--- config.mk ---
export PLATFORM = sky130hd
export DESIGN_NAME = mem_rd_ctrl
export DESIGN_NICKNAME = d
export VERILOG_FILES = /design/src/rtl/mem_rd_ctrl.sv
export SDC_FILE = /design/constraint.sdc
export NUM_CORES = 1
export LEC_CHECK = 0
export CAP_MARGIN = 10
export CORE_MARGIN = 4
export CORE_UTILIZATION = 44
export CTS_CLUSTER_DIAMETER = 40
export DETAILED_ROUTE_END_ITERATION = 16
export DONT_BUFFER_PORTS = 1
export PLACE_DENSITY_LB_ADDON = 0.1
export SLEW_MARGIN = 20
export SYNTH_ARGS = -nofsm -noshare
export SYNTH_HDL_FRONTEND = slang
export SYNTH_SLANG_ARGS = --single-unit
--- constraint.sdc ---
create_clock -name clk -period 4.4 [get_ports clk]
set_clock_uncertainty 0.15 [all_clocks]
set_input_delay 1.1 -clock clk [delete_from_list [all_inputs] [get_ports clk]]
set_output_delay 1.1 -clock clk [all_outputs]
set_load 0.005 [all_outputs]
--- src/rtl/mem_rd_ctrl.sv ---
// Read-and-compute launch responder: issues SRAM row reads and tracks them through the
// SRAM/array latency. Optional perf counters are enabled by defining MEM_RD_PERF_CNT_EN.
module mem_rd_ctrl #(
   parameter int unsigned DATA_WIDTH = 16,
   parameter int unsigned ADDR_WIDTH = 8,
   parameter int unsigned MEM_LAT    = 2,
   parameter int unsigned ARRAY_LAT  = 16
) (
   input  logic                  clk,
   input  logic                  rst,
   input  logic                  start,
   input  logic [DATA_WIDTH-1:0] num_row,
   input  logic [ADDR_WIDTH-1:0] base_addr,
   input  logic                  stall,
   output logic                  mem_rd_en,
   output logic [ADDR_WIDTH-1:0] mem_rd_addr,
   output logic                  sys_in_valid,
   output logic                  sys_done,
   output logic                  sys_last,
   output logic                  busy
`ifdef MEM_RD_PERF_CNT_EN
   ,
   output logic [31:0]           perf_cycles,
   output logic [15:0]           perf_stalls
`endif
);

   localparam logic [DATA_WIDTH-1:0] One = DATA_WIDTH'(1);

   typedef enum logic [1:0] {StIdle, StIssue, StDrain, StZero} state_e;

   state_e                state_q;
   logic [DATA_WIDTH-1:0] num_row_q;
   logic [ADDR_WIDTH-1:0] base_q;
   logic [DATA_WIDTH-1:0] idx_q;
   logic [DATA_WIDTH-1:0] done_cnt_q;
   logic [MEM_LAT-1:0]    mem_pipe_q;
   logic [ARRAY_LAT-1:0]  arr_pipe_q;

   logic [MEM_LAT:0]      mem_chain;
   logic [ARRAY_LAT:0]    arr_chain;
   logic                  done_in;
   logic                  accept;

   assign mem_chain    = {mem_pipe_q, mem_rd_en};
   assign arr_chain    = {arr_pipe_q, sys_in_valid};
   assign sys_in_valid = mem_pipe_q[MEM_LAT-1];
   assign sys_done     = arr_pipe_q[ARRAY_LAT-1];
   // Row that becomes sys_done on the next edge; lets sys_last register alongside it.
   assign done_in      = arr_chain[ARRAY_LAT-1];
   assign accept       = (state_q == StIdle) && start;

   always_ff @(posedge clk or posedge rst) begin
      if (rst) begin
         state_q     <= StIdle;
         num_row_q   <= '0;
         base_q      <= '0;
         idx_q       <= '0;
         done_cnt_q  <= '0;
         mem_pipe_q  <= '0;
         arr_pipe_q  <= '0;
         mem_rd_en   <= 1'b0;
         mem_rd_addr <= '0;
         sys_last    <= 1'b0;
         busy        <= 1'b0;
      end else begin
         mem_pipe_q <= mem_chain[MEM_LAT-1:0];
         arr_pipe_q <= arr_chain[ARRAY_LAT-1:0];
         mem_rd_en  <= 1'b0;
         sys_last   <= 1'b0;
         if (state_q != StIdle && done_in) begin
            done_cnt_q <= done_cnt_q + One;
         end
         unique case (state_q)
            StIdle: begin
               if (start) begin
                  busy <= 1'b1;
                  if (num_row == '0) begin
                     sys_last <= 1'b1;
                     state_q  <= StZero;
                  end else begin
                     num_row_q  <= num_row;
                     base_q     <= base_addr;
                     done_cnt_q <= '0;
                     if (!stall) begin
                        mem_rd_en   <= 1'b1;
                        mem_rd_addr <= base_addr;
                        idx_q       <= One;
                        state_q     <= (num_row == One) ? StDrain : StIssue;
                     end else begin
                        idx_q   <= '0;
                        state_q <= StIssue;
                     end
                  end
               end
            end
            StIssue: begin
               if (!stall) begin
                  mem_rd_en   <= 1'b1;
                  mem_rd_addr <= base_q + ADDR_WIDTH'(idx_q);
                  idx_q       <= idx_q + One;
                  if (idx_q == num_row_q - One) begin
                     state_q <= StDrain;
                  end
               end
            end
            StDrain: begin
               if (done_in && done_cnt_q == num_row_q - One) begin
                  sys_last <= 1'b1;
               end
               if (sys_last) begin
                  busy    <= 1'b0;
                  state_q <= StIdle;
               end
            end
            StZero: begin
               busy    <= 1'b0;
               state_q <= StIdle;
            end
            default: state_q <= StIdle;
         endcase
      end
   end

`ifdef MEM_RD_PERF_CNT_EN
   always_ff @(posedge clk or posedge rst) begin
      if (rst) begin
         perf_cycles <= '0;
         perf_stalls <= '0;
      end else if (accept) begin
         perf_cycles <= 32'd1;
         perf_stalls <= '0;
      end else if (state_q != StIdle) begin
         if (perf_cycles != '1) begin
            perf_cycles <= perf_cycles + 32'd1;
         end
         if (state_q == StIssue && stall && perf_stalls != '1) begin
            perf_stalls <= perf_stalls + 16'd1;
         end
      end
   end
`endif

endmodule

==> results.yml, run 1 <==
worst_setup_path:
  cp-start-kind: "primary input"
  critPathRequiredTime_ns: 4.48
  crit_path_end_kind: "flip-flop"
  crit_family: "compound AO/OA/AOI/OAI gates"
  crit_chain: "nor4_1 -> nand4_1 -> o211ai_1 -> a221o_1 -> nor2_1 -> a21oi_1 -> o31ai_1"
  r2r-end: "state_q[0]"
  path_max_fanout: 19
  max_stage_delay_ns: 0.57
  r2r_cells: 9
  reg2reg_from: "num_row_q[0]"
  worst_ep_arrival_time_ns: 3.15
  crit_slowest_cell: "a221o_1"
  ff2ff_setup_slack_ns: 1.51
  criticalPathCategory: "primary input to flip-flop"
  worst-path-buf-inv: 0
cts:
  cts_buffers: 9
  cts_root_buf: "clkbuf_8"
  clock-sinks: 87
  cts_setup_buffers: 0
  htreeDepth: 3
  tritoncts: "built"
  ctsHoldBuffers: 0
  path_clk_slew_ns: 0.09
  cts_resized: 0
  insertion_delay_ns: 0.37
  cts_buffer_depth: 2
route:
  routed_wl_um: 10200
  routedWlPerCell_um: 16.6
  route.antenna.remaining_nets: 0
  route.detailed.drc: 0
  drtIter0Drc: 131
  dr.pass1.iters: 4
  via_count: 3306
  viasPerCell: 5.39
worst_hold_path:
  whs_endpoint: "arr_pipe_q[9]"
  min_path_cells: 0
  hold_start: "arr_pipe_q[8]"
  hold_class: "flip-flop to flip-flop"
power:
  powerDensity_nw_per_um2: 421
  power_frac_comb_pct: 21.6
  seq_power_share_pct: 51.5
  clkPwrFrac_pct: 26.9
  switchingPower_uw: 687
  p_leak_nw: 2.08
  ir_worst_vdd_uv: 228
  cell_internal_pwr_mw: 1.42
  switching_share_pct: 32.6
die:
  fp.dieH_um: 112
  core_area_um2: 10400
  start_util_pct: 45.5
  fp.dieW_um: 112
  die-area_um2: 12500
  pin_count: 41
  rows: 37
layout:
  drive_gt1_share_pct: 10.7
  multi_input_area_um2: 2350
  fin_cells: 613
  n_fill_cell: 998
  n_antenna_cell: 0
  regArea_um2: 2180
  nNetsFinal: 511
  areaGrowthSynthToFinish_pct: 5.88
yosys:
  syn_nets: 519
  synth.area.top_cells: "dfrtp_1 (46%), xnor2_1 (7.0%), xor2_1 (5.4%)"
  yosys.cell_types.count: 58
  synthCells: 480
  seq_area_frac_synth_pct: 46.1
  syn_area_um2: 4720
  synth_flop_cell: "dfrtp_1"
  async_reset_ff_share_pct: 100
  synth.ff_latch_count: 87
  synth_warnings: 0
  synth_commonest_cells: "dfrtp_1 (87), nor2_1 (50), nand2_1 (42)"
  synth_edf_count: 0
  synth_top_cell_by_area: "dfrtp_1"
  synth.avg_cell_area_um2: 9.84
  synth_top_area_share_pct: 46.1
  synth_most_common_cell: "dfrtp_1"
outcome:
  status: "finished, final reports clean"
placement:
  portBuffers: 0
  place.gp.congestion: 0.821
  place_inst: 597
  hpwl_um: 7720
timing:
  max_freq_mhz: 326
  worstMarginPinSlew_ns: 0.804
  period_share_pct: 69.7
  drv_slew: 0
  min_period_ns: 3.07
  max_slew_margin_pct: 46.4
  grt_setup_unrepaired: "no"
  setup_viol: 0
  hold_violations: 0
  tns_ns: 0
global_route:
  grt-ovfl-total: 0
  grt_pass1_wl_um: 17300
  grtUsageTotal_pct: 17.5
  grt_pass1_vias: 3340
  grt_antenna_before_repair: 0
  grt_max_degree: 41
run:
  drv_cap: 0
[cells in the final DEF (no fill, tap or decap), drive strengths merged, types with 5 or more instances in the layout]
| master | synthesis | final |
|---|---|---|
| and3 | 6 | 6 |
| o21ai | 28 | 28 |
| nand2 | 43 | 43 |
| xor2 | 29 | 29 |
| xnor2 | 38 | 38 |
| inv | 20 | 20 |
| nor2 | 50 | 50 |
| ha | 10 | 10 |
| clkbuf | 13 | 11 |
| or3 | 6 | 6 |
| nor3 | 15 | 15 |
| nand2b | 5 | 5 |
| nand4 | 11 | 11 |
| nand3 | 9 | 9 |
| dfrtp | 87 | 87 |
| mux2 | 19 | 19 |
| a21oi | 26 | 26 |
| mux2i | 5 | 5 |
| nor4 | 11 | 11 |
[layout make-up]
class	count	area share, %
sequential	87	43.5
clock inverter	5	1.13
timing repair buffer	4	0.601
inverter	20	1.53
multi-input combinational	350	47.0
clock buffer	11	2.83
tap	136	3.40
[power by group through the flow]
stage	combinational [mW]	clock, mW	sequential, mW
6_report	0.456	0.566	1.08
5_1_grt	0.532	0.631	1.11
4_1_cts	0.464	0.588	1.09
3_5_place_dp	0.462	0	1.10
3_3_place_gp	0.445	0	1.09
2_1_floorplan	0.411	0	1.03
[kinds of logic (layout without fill, tap and decap cells)]
logic type,Yosys count,in the layout,synth area share [%]
buf+inv,43,40,4.27
fa+ha+maj,11,11,3.07
flops,87,87,46.1
xor+xnor,67,67,12.4
compound gates,76,76,9.43
mux,24,24,5.67
simple gates,172,172,19.0
[per-stage QoR]
stage	power (mW)	setup slack (ns)	area [µm²]	utilization [%]	hold WS, ns
floorplan	1.44	0.900	4720	-	0.181
global placement	1.54	1.01	4800	46.3	0.182
detailed placement	1.56	0.978	4800	46.3	0.186
CTS	2.14	1.40	5000	48.2	0.199
global route	2.27	1.22	5000	48.2	0.199
finish	2.11	1.33	5000	48.2	0.201
[worst max-delay path by stage]
stage               start        endpoint  depth (start not counted)
6_report       num_row[8]  mem_rd_addr[7]                          7
5_1_grt        num_row[8]  mem_rd_addr[7]                          7
4_1_cts        num_row[8]  mem_rd_addr[7]                          7
3_5_place_dp   num_row[8]  mem_rd_addr[7]                          7
3_3_place_gp   num_row[8]  mem_rd_addr[7]                          7
2_1_floorplan         rst   arr_pipe_q[0]                          1
[registers in the layout (all words and copies together) (netlist names)]
signal,flops
sys_last,1
mem_pipe_q,2
num_row_q,16
state_q,2
mem_rd_addr,8
base_q,8
mem_rd_en,1
arr_pipe_q,16
busy,1
idx_q,16
done_cnt_q,16
[worst register-to-register path: cells and delay by family (launching register included)]
family	cells	cell delay, ns
and+or+nand+nor	4	1.23
DFF	1	0.49
xor gates and xnor gates	2	0.35
adders and majority gates	1	0.24
AOI/OAI and AO/OA	1	0.23
buffers and inverters	1	0.11
[layer usage]
layer	track usage, %	part of all wire (%)
met1	23.4	46
met5	0	0
met3	5.98	6.0
met4	4.14	1.0
met2	27.5	47
Power figures use the tool's default switching activity.
==> run 2, diff against run 1 <==
- clock period: 4.4 -> 3.03 ns (I/O delays scaled with it)
==> run 2 against run 1 <==
Setup slack lost 1.1 ns. Count of clock-buffer cells in the layout is the same. Hold slack lost 0.00088 ns. Non-clock buffer count grew 6. Final area grew 0.83%. Cell count grew 0.49%. Sequential share of layout area shrank 0.36 points. Critical path depth grew 2. Combinational power grew 49%.
==> results.yml, run 2 (synthesized netlist as in run 1, its figures left out) <==
placement:
  dpl_cell_area_um2: 4870
  hpwl_um: 7720
  portBuffers: 0
  place.gp.congestion: 0.862
timing:
  hold_violations: 0
  max_freq_mhz: 363
  worstMarginPinSlew_ns: 0.683
  max_slew_margin_pct: 54.4
  tns_ns: 0
  drv_slew: 0
  period_share_pct: 90.9
  setup_viol: 0
  grt_setup_unrepaired: "no"
  min_period_ns: 2.76
layout:
  drive_gt1_share_pct: 11.0
  nNetsFinal: 517
  n_antenna_cell: 0
  layout_commonest_cell: "dfrtp_1"
  design_area_um2: 5040
  areaGrowthSynthToFinish_pct: 6.76
  final_cell_mix: "dfrtp_1 (87), nor2_1 (50), nand2_1 (42), xnor2_1 (38), xor2_1 (29)"
route:
  route.antenna.remaining_nets: 0
  routed_wl_um: 10300
  routedWlPerCell_um: 16.8
  via_count: 3342
  dr.pass1.iters: 5
  viasPerCell: 5.43
  drtIter0Drc: 184
  route.detailed.drc: 0
worst_setup_path:
  crit_path_end_kind: "flip-flop"
  cp-start-kind: "flip-flop"
  critPathMostFrequentCell: "xnor2_1"
  crit_family: "simple AND/OR/NAND/NOR gates"
  criticalPathCategory: "flip-flop to flip-flop"
  crit_chain: "inv_1 -> ha_1 -> or3b_2 -> nor3_1 -> xnor2_1 -> xnor2_1 -> nor4b_2 -> nand4_1 -> o21a_1"
  path_max_fanout: 5
  worst-path-buf-inv: 1
  critPathRequiredTime_ns: 3.15
  crit_slowest_cell: "or3b_2"
  worst_ep_arrival_time_ns: 2.87
  max_stage_delay_ns: 0.47
power:
  switching_share_pct: 32.5
  switchingPower_uw: 976
  power_frac_comb_pct: 22.5
  report.power.total_mw: 3.01
  cell_internal_pwr_mw: 2.03
  p_leak_nw: 2.10
  ir_worst_vdd_uv: 420
  powerDensity_nw_per_um2: 596
  clkPwrFrac_pct: 25.4
  seq_power_share_pct: 52.1
cts:
  clock-sinks: 87
  cts_setup_buffers: 0
  cts_buffer_depth: 2
  ctsHoldBuffers: 0
  insertion_delay_ns: 0.37
  tritoncts: "built"
  cts_root_buf: "clkbuf_8"
  path_clk_slew_ns: 0.08
  cts_buffers: 9
  cts_resized: 0
  htreeDepth: 3
global_route:
  grt-ovfl-total: 0
  grt_antenna_before_repair: 0
  grt_pass1_vias: 3356
  grt_pass1_wl_um: 17700
  grt_max_degree: 60
  grtUsageTotal_pct: 18.0
run:
  drv_cap: 0
die:
  start_util_pct: 45.5
  fp.dieW_um: 112
  core_area_um2: 10400
  pin_count: 41
  fp.dieH_um: 112
  die-area_um2: 12500
  rows: 37
outcome:
  status: "finished, final reports clean"
worst_hold_path:
  hold_class: "primary input to async pin"
==> run 2: cell type report <==
cell class,count,area (µm²)
multi-input combinational,350,2350
timing repair buffer,10,100
clock inverter,2,35.0
sequential,87,2180
inverter,20,78.8
clock buffer,11,131
tap,136,170
fill,1011,5330
==> run 2: power by group through the flow <==
| stage | sequential [mW] | combinational (mW) | clock, mW |
|---|---|---|---|
| CTS | 1.57 | 0.688 | 0.788 |
| detailed placement | 1.59 | 0.686 | 0 |
| global route | 1.60 | 0.790 | 0.841 |
| finish | 1.57 | 0.678 | 0.763 |
| global placement | 1.59 | 0.664 | 0 |
| floorplan | 1.50 | 0.597 | 0 |
==> run 2: worst paths after layout <==
check	cells after the start	end	slack [ns]	start
hold / removal	1	arr_pipe_q[14]	0.20	rst
hold reg to reg	0	arr_pipe_q[12]	0.20	arr_pipe_q[11]
setup / recovery	9	state_q[0]	0.27	num_row_q[1]
setup reg to reg	9	state_q[0]	0.27	num_row_q[1]
min in group clk	0	arr_pipe_q[12]	0.20	arr_pipe_q[11]
max in group asynchronous	2	mem_rd_addr[5]	1.83	rst
==> run 2: per-stage QoR <==
step           hold slack [ns]  util [%]  instances  worst slack (ns)
2_1_floorplan            0.181         -        480             0.551
3_3_place_gp             0.184      47.0        603             0.205
3_5_place_dp             0.186      47.0        603             0.197
4_1_cts                  0.202      48.6        616             0.273
5_1_grt                  0.209      48.6        616            0.0346
6_report                 0.200      48.6        616             0.274
==> run 2: layer usage <==
layer | GRT usage [%] | vias to the layer above | wire length, µm | share of wire, %
met2 | 28.7 | 70 | 4880 | 47
li1 | - | 1644 | - | -
met5 | 0 | - | 0 | 0
met1 | 23.8 | 1617 | 4850 | 47
met3 | 6.63 | 11 | 555 | 5.4
met4 | 3.65 | 0 | 67 | 0.65
